===== src/rtl/mult_div_unit.sv =====
// Iterative MULT/MULTU/DIV/DIVU unit with HI/LO result registers, one step per cycle.
// Define MULT_DIV_UNIT_DIV_EN to build the divider datapath; without it divide ops report err.
module mult_div_unit #(
  parameter int WIDTH = 32
) (
  input  logic             Clk,
  input  logic             Reset,
  input  logic             start,
  input  logic [1:0]       op,
  input  logic [WIDTH-1:0] a,
  input  logic [WIDTH-1:0] b,
  input  logic             hi_wr,
  input  logic             lo_wr,
  output logic             busy,
  output logic             done,
  output logic             err,
  output logic [WIDTH-1:0] hi,
  output logic [WIDTH-1:0] lo
);

  localparam int CW = $clog2(WIDTH + 1);

  typedef enum logic [1:0] {
    ST_IDLE = 2'b00,
    ST_CALC = 2'b01,
    ST_DONE = 2'b10
  } state_t;

  state_t             r_state;
  state_t             w_state_nxt;
  logic [2*WIDTH-1:0] r_acc;
  logic [2*WIDTH-1:0] w_step;
  logic [2*WIDTH-1:0] w_mstep;
  logic [2*WIDTH-1:0] w_prod_fin;
  logic [WIDTH:0]     w_msum;
  logic [WIDTH-1:0]   r_opb;
  logic [WIDTH-1:0]   r_hi;
  logic [WIDTH-1:0]   r_lo;
  logic [WIDTH-1:0]   w_res_hi;
  logic [WIDTH-1:0]   w_res_lo;
  logic [WIDTH-1:0]   w_a_abs;
  logic [WIDTH-1:0]   w_b_abs;
  logic [WIDTH-1:0]   w_a_lat;
  logic [CW-1:0]      r_cnt;
  logic               r_is_div;
  logic               r_neg_q;
  logic               r_busy;
  logic               r_done;
  logic               r_err;
  logic               w_finish;
  logic               w_res_err;
  logic               w_sgn;

  assign w_sgn   = ~op[0];
  assign w_a_abs = (w_sgn && a[WIDTH-1]) ? -a : a;
  assign w_b_abs = (w_sgn && b[WIDTH-1]) ? -b : b;

  // Shift-add step: low half of r_acc holds the remaining multiplier bits.
  assign w_msum     = {1'b0, r_acc[2*WIDTH-1:WIDTH]} + {1'b0, (r_acc[0] ? r_opb : {WIDTH{1'b0}})};
  assign w_mstep    = {w_msum, r_acc[WIDTH-1:1]};
  assign w_prod_fin = r_neg_q ? -w_mstep : w_mstep;

`ifdef MULT_DIV_UNIT_DIV_EN
  logic               r_neg_r;
  logic [WIDTH:0]     w_dshift;
  logic [WIDTH-1:0]   w_dsub;
  logic [WIDTH-1:0]   w_drem;
  logic [WIDTH-1:0]   w_dq_fin;
  logic [WIDTH-1:0]   w_dr_fin;
  logic [2*WIDTH-1:0] w_dstep;
  logic               w_dge;

  // Restoring step: r_acc is {remainder, dividend/quotient}; a zero divisor keeps the raw dividend.
  assign w_a_lat  = (op[1] && (b == {WIDTH{1'b0}})) ? a : w_a_abs;
  assign w_dshift = r_acc[2*WIDTH-1:WIDTH-1];
  assign w_dge    = (w_dshift >= {1'b0, r_opb});
  assign w_dsub   = w_dshift[WIDTH-1:0] - r_opb;
  assign w_drem   = w_dge ? w_dsub : w_dshift[WIDTH-1:0];
  assign w_dstep  = {w_drem, r_acc[WIDTH-2:0], w_dge};
  assign w_dq_fin = r_neg_q ? -w_dstep[WIDTH-1:0] : w_dstep[WIDTH-1:0];
  assign w_dr_fin = r_neg_r ? -w_drem : w_drem;
`else
  assign w_a_lat  = w_a_abs;
`endif

  // Step selection and final result formatting for the cycle that enters DONE.
  always_comb begin
    w_step    = w_mstep;
    w_finish  = (r_cnt == CW'(1));
    w_res_hi  = w_prod_fin[2*WIDTH-1:WIDTH];
    w_res_lo  = w_prod_fin[WIDTH-1:0];
    w_res_err = 1'b0;
    if (r_is_div) begin
`ifdef MULT_DIV_UNIT_DIV_EN
      if (r_opb == {WIDTH{1'b0}}) begin
        w_finish  = 1'b1;
        w_res_hi  = r_acc[WIDTH-1:0];
        w_res_lo  = {WIDTH{1'b1}};
        w_res_err = 1'b1;
      end else begin
        w_step    = w_dstep;
        w_res_hi  = w_dr_fin;
        w_res_lo  = w_dq_fin;
      end
`else
      w_finish  = 1'b1;
      w_res_hi  = {WIDTH{1'b0}};
      w_res_lo  = {WIDTH{1'b0}};
      w_res_err = 1'b1;
`endif
    end else begin
      w_step = w_mstep;
    end
  end

  // Next-state logic.
  always_comb begin
    w_state_nxt = r_state;
    case (r_state)
      ST_IDLE: begin
        if (start) begin
          w_state_nxt = ST_CALC;
        end else begin
          w_state_nxt = ST_IDLE;
        end
      end
      ST_CALC: begin
        if (w_finish) begin
          w_state_nxt = ST_DONE;
        end else begin
          w_state_nxt = ST_CALC;
        end
      end
      ST_DONE: w_state_nxt = ST_IDLE;
      default: w_state_nxt = ST_IDLE;
    endcase
  end

  // State register.
  always_ff @(posedge Clk) begin
    if (Reset) begin
      r_state <= ST_IDLE;
    end else begin
      r_state <= w_state_nxt;
    end
  end

  // Datapath, HI/LO and registered status outputs.
  always_ff @(posedge Clk) begin
    if (Reset) begin
      r_acc    <= {(2*WIDTH){1'b0}};
      r_opb    <= {WIDTH{1'b0}};
      r_hi     <= {WIDTH{1'b0}};
      r_lo     <= {WIDTH{1'b0}};
      r_cnt    <= {CW{1'b0}};
      r_is_div <= 1'b0;
      r_neg_q  <= 1'b0;
      r_busy   <= 1'b0;
      r_done   <= 1'b0;
      r_err    <= 1'b0;
`ifdef MULT_DIV_UNIT_DIV_EN
      r_neg_r  <= 1'b0;
`endif
    end else begin
      r_busy <= (w_state_nxt != ST_IDLE);
      r_done <= (w_state_nxt == ST_DONE);
      case (r_state)
        ST_IDLE: begin
          if (start) begin
            r_is_div <= op[1];
            r_opb    <= op[1] ? w_b_abs : w_a_abs;
            r_acc    <= {{WIDTH{1'b0}}, (op[1] ? w_a_lat : w_b_abs)};
            r_neg_q  <= w_sgn & (a[WIDTH-1] ^ b[WIDTH-1]);
            r_cnt    <= CW'(WIDTH);
`ifdef MULT_DIV_UNIT_DIV_EN
            r_neg_r  <= w_sgn & a[WIDTH-1];
`endif
          end else begin
            if (hi_wr) r_hi <= a;
            if (lo_wr) r_lo <= a;
          end
        end
        ST_CALC: begin
          r_acc <= w_step;
          if (w_finish) begin
            r_cnt <= {CW{1'b0}};
            r_hi  <= w_res_hi;
            r_lo  <= w_res_lo;
            r_err <= w_res_err;
          end else begin
            r_cnt <= r_cnt - CW'(1);
          end
        end
        ST_DONE: begin
          r_cnt <= {CW{1'b0}};
        end
        default: begin
          r_cnt <= {CW{1'b0}};
        end
      endcase
    end
  end

  assign busy = r_busy;
  assign done = r_done;
  assign err  = r_err;
  assign hi   = r_hi;
  assign lo   = r_lo;

endmodule

===== config.mk =====
export PLATFORM = sky130hd
export DESIGN_NAME = mult_div_unit
export DESIGN_NICKNAME = d
export VERILOG_FILES = /design/src/rtl/mult_div_unit.sv
export SDC_FILE = /design/constraint.sdc
export NUM_CORES = 1
export LEC_CHECK = 0
export ABC_AREA = 0
export BUFFER_PORTS_ARGS = -buffer_cell sky130_fd_sc_hd__buf_2
export CORE_MARGIN = 5
export CORE_UTILIZATION = 50
export CTS_CLUSTER_SIZE = 14
export DETAILED_ROUTE_END_ITERATION = 7
export PLACE_DENSITY = 0.7
export SYNTH_ARGS = -nofsm -noshare
export SYNTH_HDL_FRONTEND = slang
export SYNTH_SLANG_ARGS = --single-unit

===== constraint.sdc =====
create_clock -name Clk -period 5.2 [get_ports Clk]
set_clock_uncertainty 0.05 [all_clocks]
set_input_delay 0.78 -clock Clk [delete_from_list [all_inputs] [get_ports Clk]]
set_output_delay 0.78 -clock Clk [all_outputs]
set_load 0.01 [all_outputs]

## Yosys cells after proc, flatten, opt, wreduce, memory -nomap -nowiden

Cells that the tools add are included.

| cells by class | value |
|---|---|
| muxes and demuxes | 26 |
| reduce and logical (&&, ||, !) cells | 10 |
| shift operators | 0 |
| multiply operators | 0 |
| div/mod/pow operators | 0 |
| add/subtract/negate cells | 5 |
| bitwise operators | 3 |
| $lt $le $gt $ge | 0 |
| equality and inequality tests | 8 |

Operators by type and width:

| cell | count |
|---|---|
| $mux 32 | 13 |
| $mux 64 | 2 |
| $pmux 32 s2 | 2 |
| $pmux 64 s2 | 1 |
| $neg 32->32 | 2 |
| $neg 64->64 | 1 |
| $add 32x32->33 | 1 |
| $mux 6 | 2 |
| $pmux 6 s2 | 1 |
| $ne 2x2->1 const B | 5 |
| $reduce_and 4->1 | 2 |
| $eq 6x1->1 const B | 1 |
| $reduce_and 2->1 | 3 |
| $sub 6x1->6 const B | 1 |
| $pmux 2 s2 | 1 |
| $reduce_bool 2->1 | 2 |
| $mux 1 | 3 |
| $eq 2x1->1 const B | 1 |
| $eq 2x2->1 const B | 1 |
| $logic_and 1x1->1 | 2 |
| $logic_not 2->1 | 1 |
| $mux 2 | 1 |
| $and 1x1->1 | 1 |
| $not 1->1 | 1 |
| $xor 1x1->1 | 1 |

| word-level totals | value |
|---|---|
| memory bits (writable) | 0 |
| logic and storage cells | 63 |
| register bits | 173 |
| memory bits (read-only) | 0 |
| bits in latches | 0 |
| memories | 0 |
| output and inout port bits | 67 |

## Longest topological paths before layout

Gate-level depths: netlist of run 1.

| logic depth | value |
|---|---|
| depth after elaboration | 7 |
| gate-level depth with buffers | 15 |

## Worst setup path after synthesis of run 1

No wires, ideal clock.

| timing path | value |
|---|---|
| kind | flip-flop to flip-flop |
| start | register r_acc[0] |
| end | register r_hi[31] (netlist: hi[31]) |
| library setup time | 0.091 ns |
| setup slack | 0.801 ns |
| arrival | 4.258 ns |
| data required time | 5.059 ns |
| clock period less this slack | 4.399 ns |
| path buffers | 1 |
| stages on the path, launching flop included | 16 |
| path through | dfxtp_1 -> clkbuf_1 -> and2_1 -> ha_1 -> fa_1 -> a21oi_1 -> o22ai_1 -> a21boi_2 -> o311ai_1 -> or4_4 -> or3_1 -> or3_1 -> or3_4 -> o41ai_2 -> xor2_1 -> a311oi_1 |

| between the ends | value |
|---|---|
| word-level cells in the longest chain between the ends | 7 |

RTL lines:

| item | line | source |
|---|---|---|
| start: declaration | 31 | `logic [2*WIDTH-1:0] r_acc;` |
| start signal: assignment | 151 | `r_acc <= {(2*WIDTH){1'b0}};` |
| start signal: assignment | 172 | `r_acc <= {{WIDTH{1'b0}}, (op[1] ? w_a_lat : w_b_abs)};` |
| start signal: assignment | 184 | `r_acc <= w_step;` |
| $mux 32 (*) | 59 | `assign w_msum = {1'b0, r_acc[2*WIDTH-1:WIDTH]} + {1'b0, (r_acc[0] ? r_opb : {WIDTH{1'b0}})};` |
| $add 32x32->33 (*) | 59 |  |
| $neg 64->64 | 61 | `assign w_prod_fin = r_neg_q ? -w_mstep : w_mstep;` |
| $mux 64 (*) | 61 |  |
| $mux 32 (*) | 93 | `if (r_is_div) begin` |
| $mux 32 (*) | 185 | `if (w_finish) begin` |
| $pmux 32 s2 (*) | 167 | `case (r_state)` |
| end signal: assignment | 153 | `r_hi <= {WIDTH{1'b0}};` |
| end signal: assignment | 187 | `r_hi <= w_res_hi;` |
| end: declaration | 37 | `logic [WIDTH-1:0] r_hi;` |

Every way passes the cells marked *; elsewhere a longest branch is shown, timed or not. The select of a mux whose other input is x is not followed.
A chain may end at the register's enable or synchronous reset.

## Worst setup path in the final report of run 1

Ends and elaborated chain as after synthesis.

==> results of run 1 <==
routing by layer:
metal	vias to the layer above	global-route usage	share of wire
met5	-	0	0
met4	0	0.115	0.039
met3	109	0.0543	0.095
met2	710	0.464	0.44
met1	6180	0.417	0.43
li1	6125	-	-
kinds of logic after synthesis:
kind of cell / synth area share
simple gates: 0.241
compound gates: 0.281
flops: 0.281
buf+inv: 0.0456
xor+xnor: 0.0974
fa+ha+maj: 0.0392
mux: 0.0147
sequential cells by signal (all words and copies together) (netlist names):
register / count
r_acc: 64
hi: 32
lo: 32
r_opb: 32
r_cnt: 6
r_state: 2
busy: 1
done: 1
err: 1
r_is_div: 1
r_neg_q: 1
worst max-delay path by stage:
stage	endpoint	slack, ns	cells past startpoint	from
3_5_place_dp	hi[31]	0.36	14	r_acc[0]
4_1_cts	hi[31]	0.35	14	r_acc[0]
5_1_grt	hi[31]	0.02	14	r_acc[0]
3_3_place_gp	hi[31]	0.46	14	r_acc[0]
2_1_floorplan	hi[31]	0.80	15	r_acc[0]
6_report	hi[31]	0.42	14	r_acc[0]
worst register-to-register path, cell delays in order (launching register included):
cell,delay [ns]
dfxtp_1,0.38
buf_4,0.23
and2_1,0.16
ha_1,0.44
nand4_2,0.25
o22ai_1,0.35
a22oi_1,0.20
o211ai_1,0.44
nor2_1,0.10
a211o_1,0.36
or4_1,0.60
or3_1,0.45
o41ai_2,0.33
xor2_1,0.11
a311oi_1,0.26
layout make-up:
class                   count  share of cell area
well taps                 324              0.0296
flip-flops and latches    173               0.253
repair buffers            156              0.0606
clock buffers              19              0.0316
clock inverters            13              0.0113
inverters                  26             0.00712
multi-input cells        1331               0.607
metrics by stage:
stage / total power, mW / std cells
detailed placement: 2.56 / 2010
finish: 3.89 / 2042
floorplan: 2.21 / 1650
CTS: 3.87 / 2042
global route: 4.04 / 2042
global placement: 2.55 / 2010
report_power, final:
group | switching, mW | total (mW) | internal, mW
sequential | 0.109 | 1.55 | 1.44
clock | 0.602 | 1.32 | 0.722
combinational | 0.655 | 1.01 | 0.360
placed cells by master (no fill, tap or decap), types with 22 or more instances in the layout:
cell	count
nor2_1	182
nand2_1	180
dfxtp_1	172
a21oi_1	161
buf_2	136
xnor2_1	93
nor3_1	68
o21ai_0	66
o211ai_1	51
nand3_1	50
a221oi_1	47
xor2_1	44
and2_1	38
ha_1	37
inv_1	26
a22oi_1	22
==> results.env, run 1 <==
DIE_AREA_UM2=27900
DIODES=0
TIMING.CRITICAL_PATH.MAX_DELAY_FAMILY='compound AO/OA/AOI/OAI gates'
CTS.REPORTEDPATHS.CLKPINSLEW_NS=0.08
PERIOD_MINUS_SLACK_NS=4.78
TOTAL_I_O_PIN_COUNT=138
RR_WORST_DEPTH=14
NUMBER_OF_ROWS_IN_THE_CORE_AREA=57
GRT_UTIL_ALL_LAYERS=0.300
WORSTREG2REGSTART='r_acc[0]'
TIMING.HOLD.WORST_ENDPOINT='r_opb[7]'
SYNTH-SEQ-AREA-SHARE=0.281
CRITPATHREQUIREDTIME_NS=5.50
SYNTH_TOP_AREA_FRAC=0.281
TIMING.FINAL.HOLD_VIOLATIONS=0
WHS_PATH_DEPTH=2
MIN_PERIOD_OVER_PERIOD=0.919
TIMING.CRITICAL_PATH.CELLS='buf_4 > and2_1 > ha_1 > nand4_2 > o22ai_1 > a22oi_1 > o211ai_1 > nor2_1 > a211o_1 > or4_1 > or3_1 > o41ai_2 > xor2_1 > a311oi_1'
YS_TOP_CELLS_BY_AREA='dfxtp_1 28%, xnor2_1 6.6%, a21oi_1 6.6%, nor2_1 5.6%, nand2_1 5.5%'
CORE_AREA_UM2=24300
STATUS='completed'
DETAIL_ROUTE.VIAS_PER_CELL=6.43
HOLD_SLACK_NS=0.397
ROUTED-VIA-COUNT=13100
DETAILEDPLACEMENTHPWL_UM=33000
DIE_WIDTH_UM=167
ASYNCSETRESETFLOPFRACSYNTH=0
SETUP.REG_TO_REG.WORST_SLACK_NS=0.42
CTS_BUFFERS=17
FINAL-SETUP-VIOL-COUNT=0
MAX_SLEW_MARGIN=0.157
CTSHTREEMAXLEVEL=4
POWER_LEAKAGE_nW=5.41
MAX_FREQ_MHz=209
MAXCAPVIOLATIONS=0
TIMING.HOLD.WORST.START='r_opb[7]'
SYNTH_EDF_COUNT=0
POST-CTS-SETUP-BUFFERS=0
WORST_SLACK_NS=0.421
YOSYS_WARNINGS=0
VDD.IR_DROP.WORST_mV=0.176
WORST_SETUP_PATH_TYPE='flip-flop to flip-flop'
START_KIND='flip-flop'
CP_NUM_BUF_INV=1
TOTAL_AREA_OF_MULTI_INPUT_COMBINATIONAL_CELLS_UM2=8320
CTS.HOLD.BUFFERS_ADDED=0
FINAL-MAX-SLEW-VIOLATION-COUNT=0
PIN_COUNT_OF_THE_BIGGEST_NET_ENTERING_GLOBAL_ROUTING=85
NUMPORTBUFFERS=137
STARTING_DENSITY_OF_THE_CORE=0.506
HOLD_CLASS='flip-flop to flip-flop'
SYNTH_COMMON_CELLS='184 x nor2_1, 181 x nand2_1, 173 x dfxtp_1, 162 x a21oi_1, 100 x clkbuf_1'
FILLCELLCOUNT=2407
CLKSINKCOUNT=173
CTS_REPAIR_RESIZE_COUNT=0
PREDOMINANT_POST_SYNTHESIS_FLOP_CELL='dfxtp_1'
WORSTPATHARRIVAL_NS=5.08
AREA_GROWTH_SYN_TO_LAYOUT_PCT=11.3
ACCUMULATED_NEGATIVE_SETUP_SLACK_NS=0
CLOCK_PATH_BUFFERS=2
WORSTSETUPENDPOINTTYPE='flip-flop'
POWER.DENSITY_CELL_AREA_nW_PER_UM2=284
FINAL_NETS=1814
SYNTHCELLS=1650
DR.PASS1.ITERS=6
SYNTH_CELL_TYPES=77
GRT.OVERFLOW.TOTAL=0
CTS_TREE='done'
FINISH.UTILIZATION=0.564
STDCELL_AREA_UM2=13700
POSTSYNTHAREAPERCELL_UM2=7.46
RSZ0062_AT_GRT='false'
RR_ENDPOINT='hi[31]'
GRT_PASS1_VIAS=11900
FF_LATCH_AREA_UM2=3460
DRC=0
NUMBER_OF_ANTENNA_VIOLATIONS_AT_THE_FIRST_CHECK_IN_GLOBAL_ROUTING=0
POST-SYNTH-TOP-COUNT-CELL='nor2_1'
FLOORPLAN.DIE.HEIGHT_UM=167
WORSTPATHMAXFANOUT=23
DETAIL-ROUTE-ANTENNA-NETS=0
NETLIST_AREA_UM2=12300
SYNTH_AREA_LEADER_CELL='dfxtp_1'
TIGHTESTPINTRANSITION_NS=1.26
DETAILEDROUTE.FIRSTITERATIONVIOLATIONS=1643
DETAIL_ROUTE.WL_PER_CELL_UM=21.4
CLOCKROOTBUFFER='clkbuf_16'
GRT_FIRST_PASS_WIRELENGTH_UM=67200
DETAILEDPLACE.WORSTSLACK_NS=0.362
YOSYS_REGISTER_BITS=173
FRACTION_OF_FINAL_LAYOUT_CELLS_WITH_DRIVE_STRENGTH_GREATER_THAN_1=0.128
WORST_SKEW_PAIR.LATE_LATENCY_NS=0.44
CRITICAL-PATH-SLOWEST-CELL='or4_1'
WORST_PATH_LARGEST_CELL_DELAY_NS=0.60
DRT-TOTAL-WL_UM=43700
NET_COUNT_OF_THE_MAPPED_NETLIST=1759
PLACED_CELL_AREA_UM2=13100
ROUTABILITYCONGESTION=0.964
Power figures use the tool's default switching activity.
==> run 2: changes to the inputs <==
BUFFER_PORTS_ARGS = unset   (was -buffer_cell sky130_fd_sc_hd__buf_2)
DONT_BUFFER_PORTS = 1   (was unset)
PLACE_DENSITY = unset   (was 0.7)
SETUP_SLACK_MARGIN = 0.2   (was unset)
==> run 2 against run 1 <==
Compared with the run above:
- flip-flop and latch count is the same
- combinational power decreased by 16%
- utilization decreased by 2.9 points
- largest power group unchanged
- total power decreased by 4.3%
==> results.env, run 2 (same netlist as run 1, synthesis figures left out) <==
ACCUMULATED_NEGATIVE_SETUP_SLACK_NS=0  # unchanged
GROUTE.LAYER.MET2.USAGE=0.466  # +0.00159
AREA_GROWTH_SYN_TO_LAYOUT_PCT=5.55
POWER.DENSITY_CELL_AREA_nW_PER_UM2=286  # +0.94%
MAX_FREQ_MHz=212  # +1.3%
TIGHTESTPINTRANSITION_NS=1.05  # -0.209 ns
SETUP.REG_TO_REG.WORST_SLACK_NS=0.48  # +0.06 ns
NUMBER_OF_ROWS_IN_THE_CORE_AREA=57  # unchanged
CRITICAL-PATH-SLOWEST-CELL='or4_1'
VDD.IR_DROP.WORST_mV=0.243  # +38%
LARGEST_REGISTER_FF_COUNT=64  # unchanged
STARTING_DENSITY_OF_THE_CORE=0.506  # unchanged
DRT-TOTAL-WL_UM=45000  # +3.0%
CRITPATHREQUIREDTIME_NS=5.51  # about the same
CTSHTREEMAXLEVEL=4  # unchanged
REGMOSTFLOPS='r_acc'
DIODES=0  # unchanged
DETAIL_ROUTE.WL_PER_CELL_UM=23.6  # +11%
DETAIL_ROUTE.VIAS_PER_CELL=6.49  # +1.0%
RR_WORST_DEPTH=15  # +1
MOST_USED_CELL_CP='buf_4'
NUMBER_OF_ANTENNA_VIOLATIONS_AT_THE_FIRST_CHECK_IN_GLOBAL_ROUTING=0  # unchanged
WORSTPATHMAXFANOUT=20  # -13%
FINAL-MAX-SLEW-VIOLATION-COUNT=0  # unchanged
GRT.OVERFLOW.TOTAL=0  # unchanged
CORE_AREA_UM2=24300  # unchanged
TIMING.HOLD.WORST.START='Reset'
HOLD_CLASS='input port to flip-flop'
FRACTION_OF_FINAL_LAYOUT_CELLS_WITH_DRIVE_STRENGTH_GREATER_THAN_1=0.0526  # -0.0755
DRC=0  # unchanged
POWER_LEAKAGE_nW=4.78  # -12%
FINAL_NETS=1675  # -7.7%
WORSTSETUPENDPOINTTYPE='flip-flop'
NUMPORTBUFFERS=0  # -100%
WHS_PATH_DEPTH=1  # -1
ROUTABILITYCONGESTION=0.915  # -5.1%
MOST_CROWDED_LAYER_GR='met2'
DR.PASS1.ITERS=6  # unchanged
FLOORPLAN.DIE.HEIGHT_UM=167  # unchanged
MAXCAPVIOLATIONS=0  # unchanged
WORSTREG2REGSTART='r_acc[0]'
CLOCKROOTBUFFER='clkbuf_16'
DIE_AREA_UM2=27900  # unchanged
FINAL-SETUP-VIOL-COUNT=0  # unchanged
MIN_PERIOD_OVER_PERIOD=0.907  # -0.0115
ROUTED-VIA-COUNT=12400  # -5.9%
CLOCK_PATH_BUFFERS=2  # unchanged
START_KIND='flip-flop'
PLACED_CELL_AREA_UM2=12400  # -5.4%
RR_ENDPOINT='hi[31]'
WORST_PATH_LARGEST_CELL_DELAY_NS=0.59  # about the same
COMMONEST_NON_FILL_NON_TAP_CELLS_IN_THE_LAYOUT='182 x nor2_1, 180 x nand2_1, 171 x dfxtp_1'
GLOBALROUTEMET1UTIL=0.450  # +0.0327
TOTAL_I_O_PIN_COUNT=138  # unchanged
WORST_SKEW_PAIR.LATE_LATENCY_NS=0.44  # about the same
PIN_COUNT_OF_THE_BIGGEST_NET_ENTERING_GLOBAL_ROUTING=171  # +100%
STATUS='completed'
GRT_FIRST_PASS_WIRELENGTH_UM=68000  # +1.2%
GRT_PASS1_VIAS=11000  # -7.7%
CTS_TREE='done'
TIMING.CRITICAL_PATH.CELLS='buf_4 > and2_1 > fa_1 > a21oi_1 > buf_4 > o22ai_1 > a22oi_1 > o211ai_1 > nor2_1 > a211o_1 > or4_1 > or3_1 > o41ai_2 > xor2_1 > a311oi_1'
STDCELL_AREA_UM2=13000  # -5.1%
TIMING.FINAL.HOLD_VIOLATIONS=0  # unchanged
MOSTFREQUENTLAYOUTCELL='nor2_1'
DETAIL-ROUTE-ANTENNA-NETS=0  # unchanged
WORSTPATHARRIVAL_NS=5.03  # -0.05 ns
MAX_SLEW_MARGIN=0.296  # +0.139
CLKSINKCOUNT=173  # unchanged
CTS.REPORTEDPATHS.CLKPINSLEW_NS=0.08  # about the same
TIMING.HOLD.WORST_ENDPOINT='lo[31]'
GRT_UTIL_ALL_LAYERS=0.308  # +0.00799
PERIOD_MINUS_SLACK_NS=4.72  # -0.0599 ns
RSZ0062_AT_GRT='false'
CTS_BUFFERS=17  # unchanged
WORST_SETUP_PATH_TYPE='flip-flop to flip-flop'
CTS.HOLD.BUFFERS_ADDED=0  # unchanged
DIE_WIDTH_UM=167  # unchanged
MET3_USAGE=0.0683  # +0.0140
DETAILEDROUTE.FIRSTITERATIONVIOLATIONS=1587  # -3.4%
DETAILEDPLACEMENTHPWL_UM=33500  # +1.8%
run 2: changes by cell type in the layout (fill, tap and decap cells not counted), sizes merged:
cell / before / now
clkinvlp: 1 / 0
clkinv: 5 / 7
clkbuf: 19 / 18
inv: 31 / 33
buf: 156 / 17
bufinv: 2 / 0
run 2: routing by layer:
metal / wire, um / vias to the layer above
met1: 20400 / 5899
met5: 0 / -
met3: 4170 / 56
met4: 884 / 0
li1: - / 5842
met2: 19500 / 557
run 2: area by class of cell:
type	instances	area, um^2
Tap cell	324	405
Clock buffer	18	439
Inverter	26	97.6
Multi-Input combinational cell	1331	8320
Fill cell	2474	11300
Clock inverter	14	144
Sequential cell	173	3470
Timing Repair Buffer	17	128
run 2: metrics by stage:
step                      worst slack [ns]  hold WS (ns)  utilization  cells  power [mW]
final                                0.481         0.375        0.535   1903        3.72
after global routing                 0.206         0.344        0.535   1903        3.89
after CTS                            0.422         0.365        0.534   1901        3.72
after detailed placement             0.432         0.391        0.510   1869        2.44
after global placement               0.520         0.384        0.510   1869        2.43
after floorplan                      0.801         0.377            -   1650        2.21
run 2: worst max-delay path, delay by kind of cell, from the launching register on:
kind / cells / cell delay, ns
adders and majority gates: 1 / 0.24
buffers and inverters: 2 / 0.42
xor gates and xnor gates: 1 / 0.10
AOI/OAI and AO/OA: 7 / 2.02
DFF: 1 / 0.45
and+or+nand+nor: 4 / 1.35
run 2: where the power goes:
| part | internal [mW] | switching [mW] |
|---|---|---|
| clock | 0.653 | 0.641 |
| combinational | 0.304 | 0.540 |
| sequential | 1.44 | 0.144 |
| total | 2.40 | 1.33 |
run 2: what timing repair did:
action,CTS,global route
setup endpoints to repair,0,2
buffers inserted,0,2
gates resized for setup,0,1
run 2: worst max path at each step:
stage / startpoint / endpoint / slack (ns) / depth (start not counted)
after floorplan: r_acc[0] / hi[31] / 0.80 / 15
after detailed placement: r_acc[0] / hi[31] / 0.43 / 15
final: r_acc[0] / hi[31] / 0.48 / 15
after CTS: r_acc[0] / hi[31] / 0.42 / 15
after global placement: r_acc[0] / hi[31] / 0.52 / 15
after global routing: r_acc[0] / hi[31] / 0.21 / 15
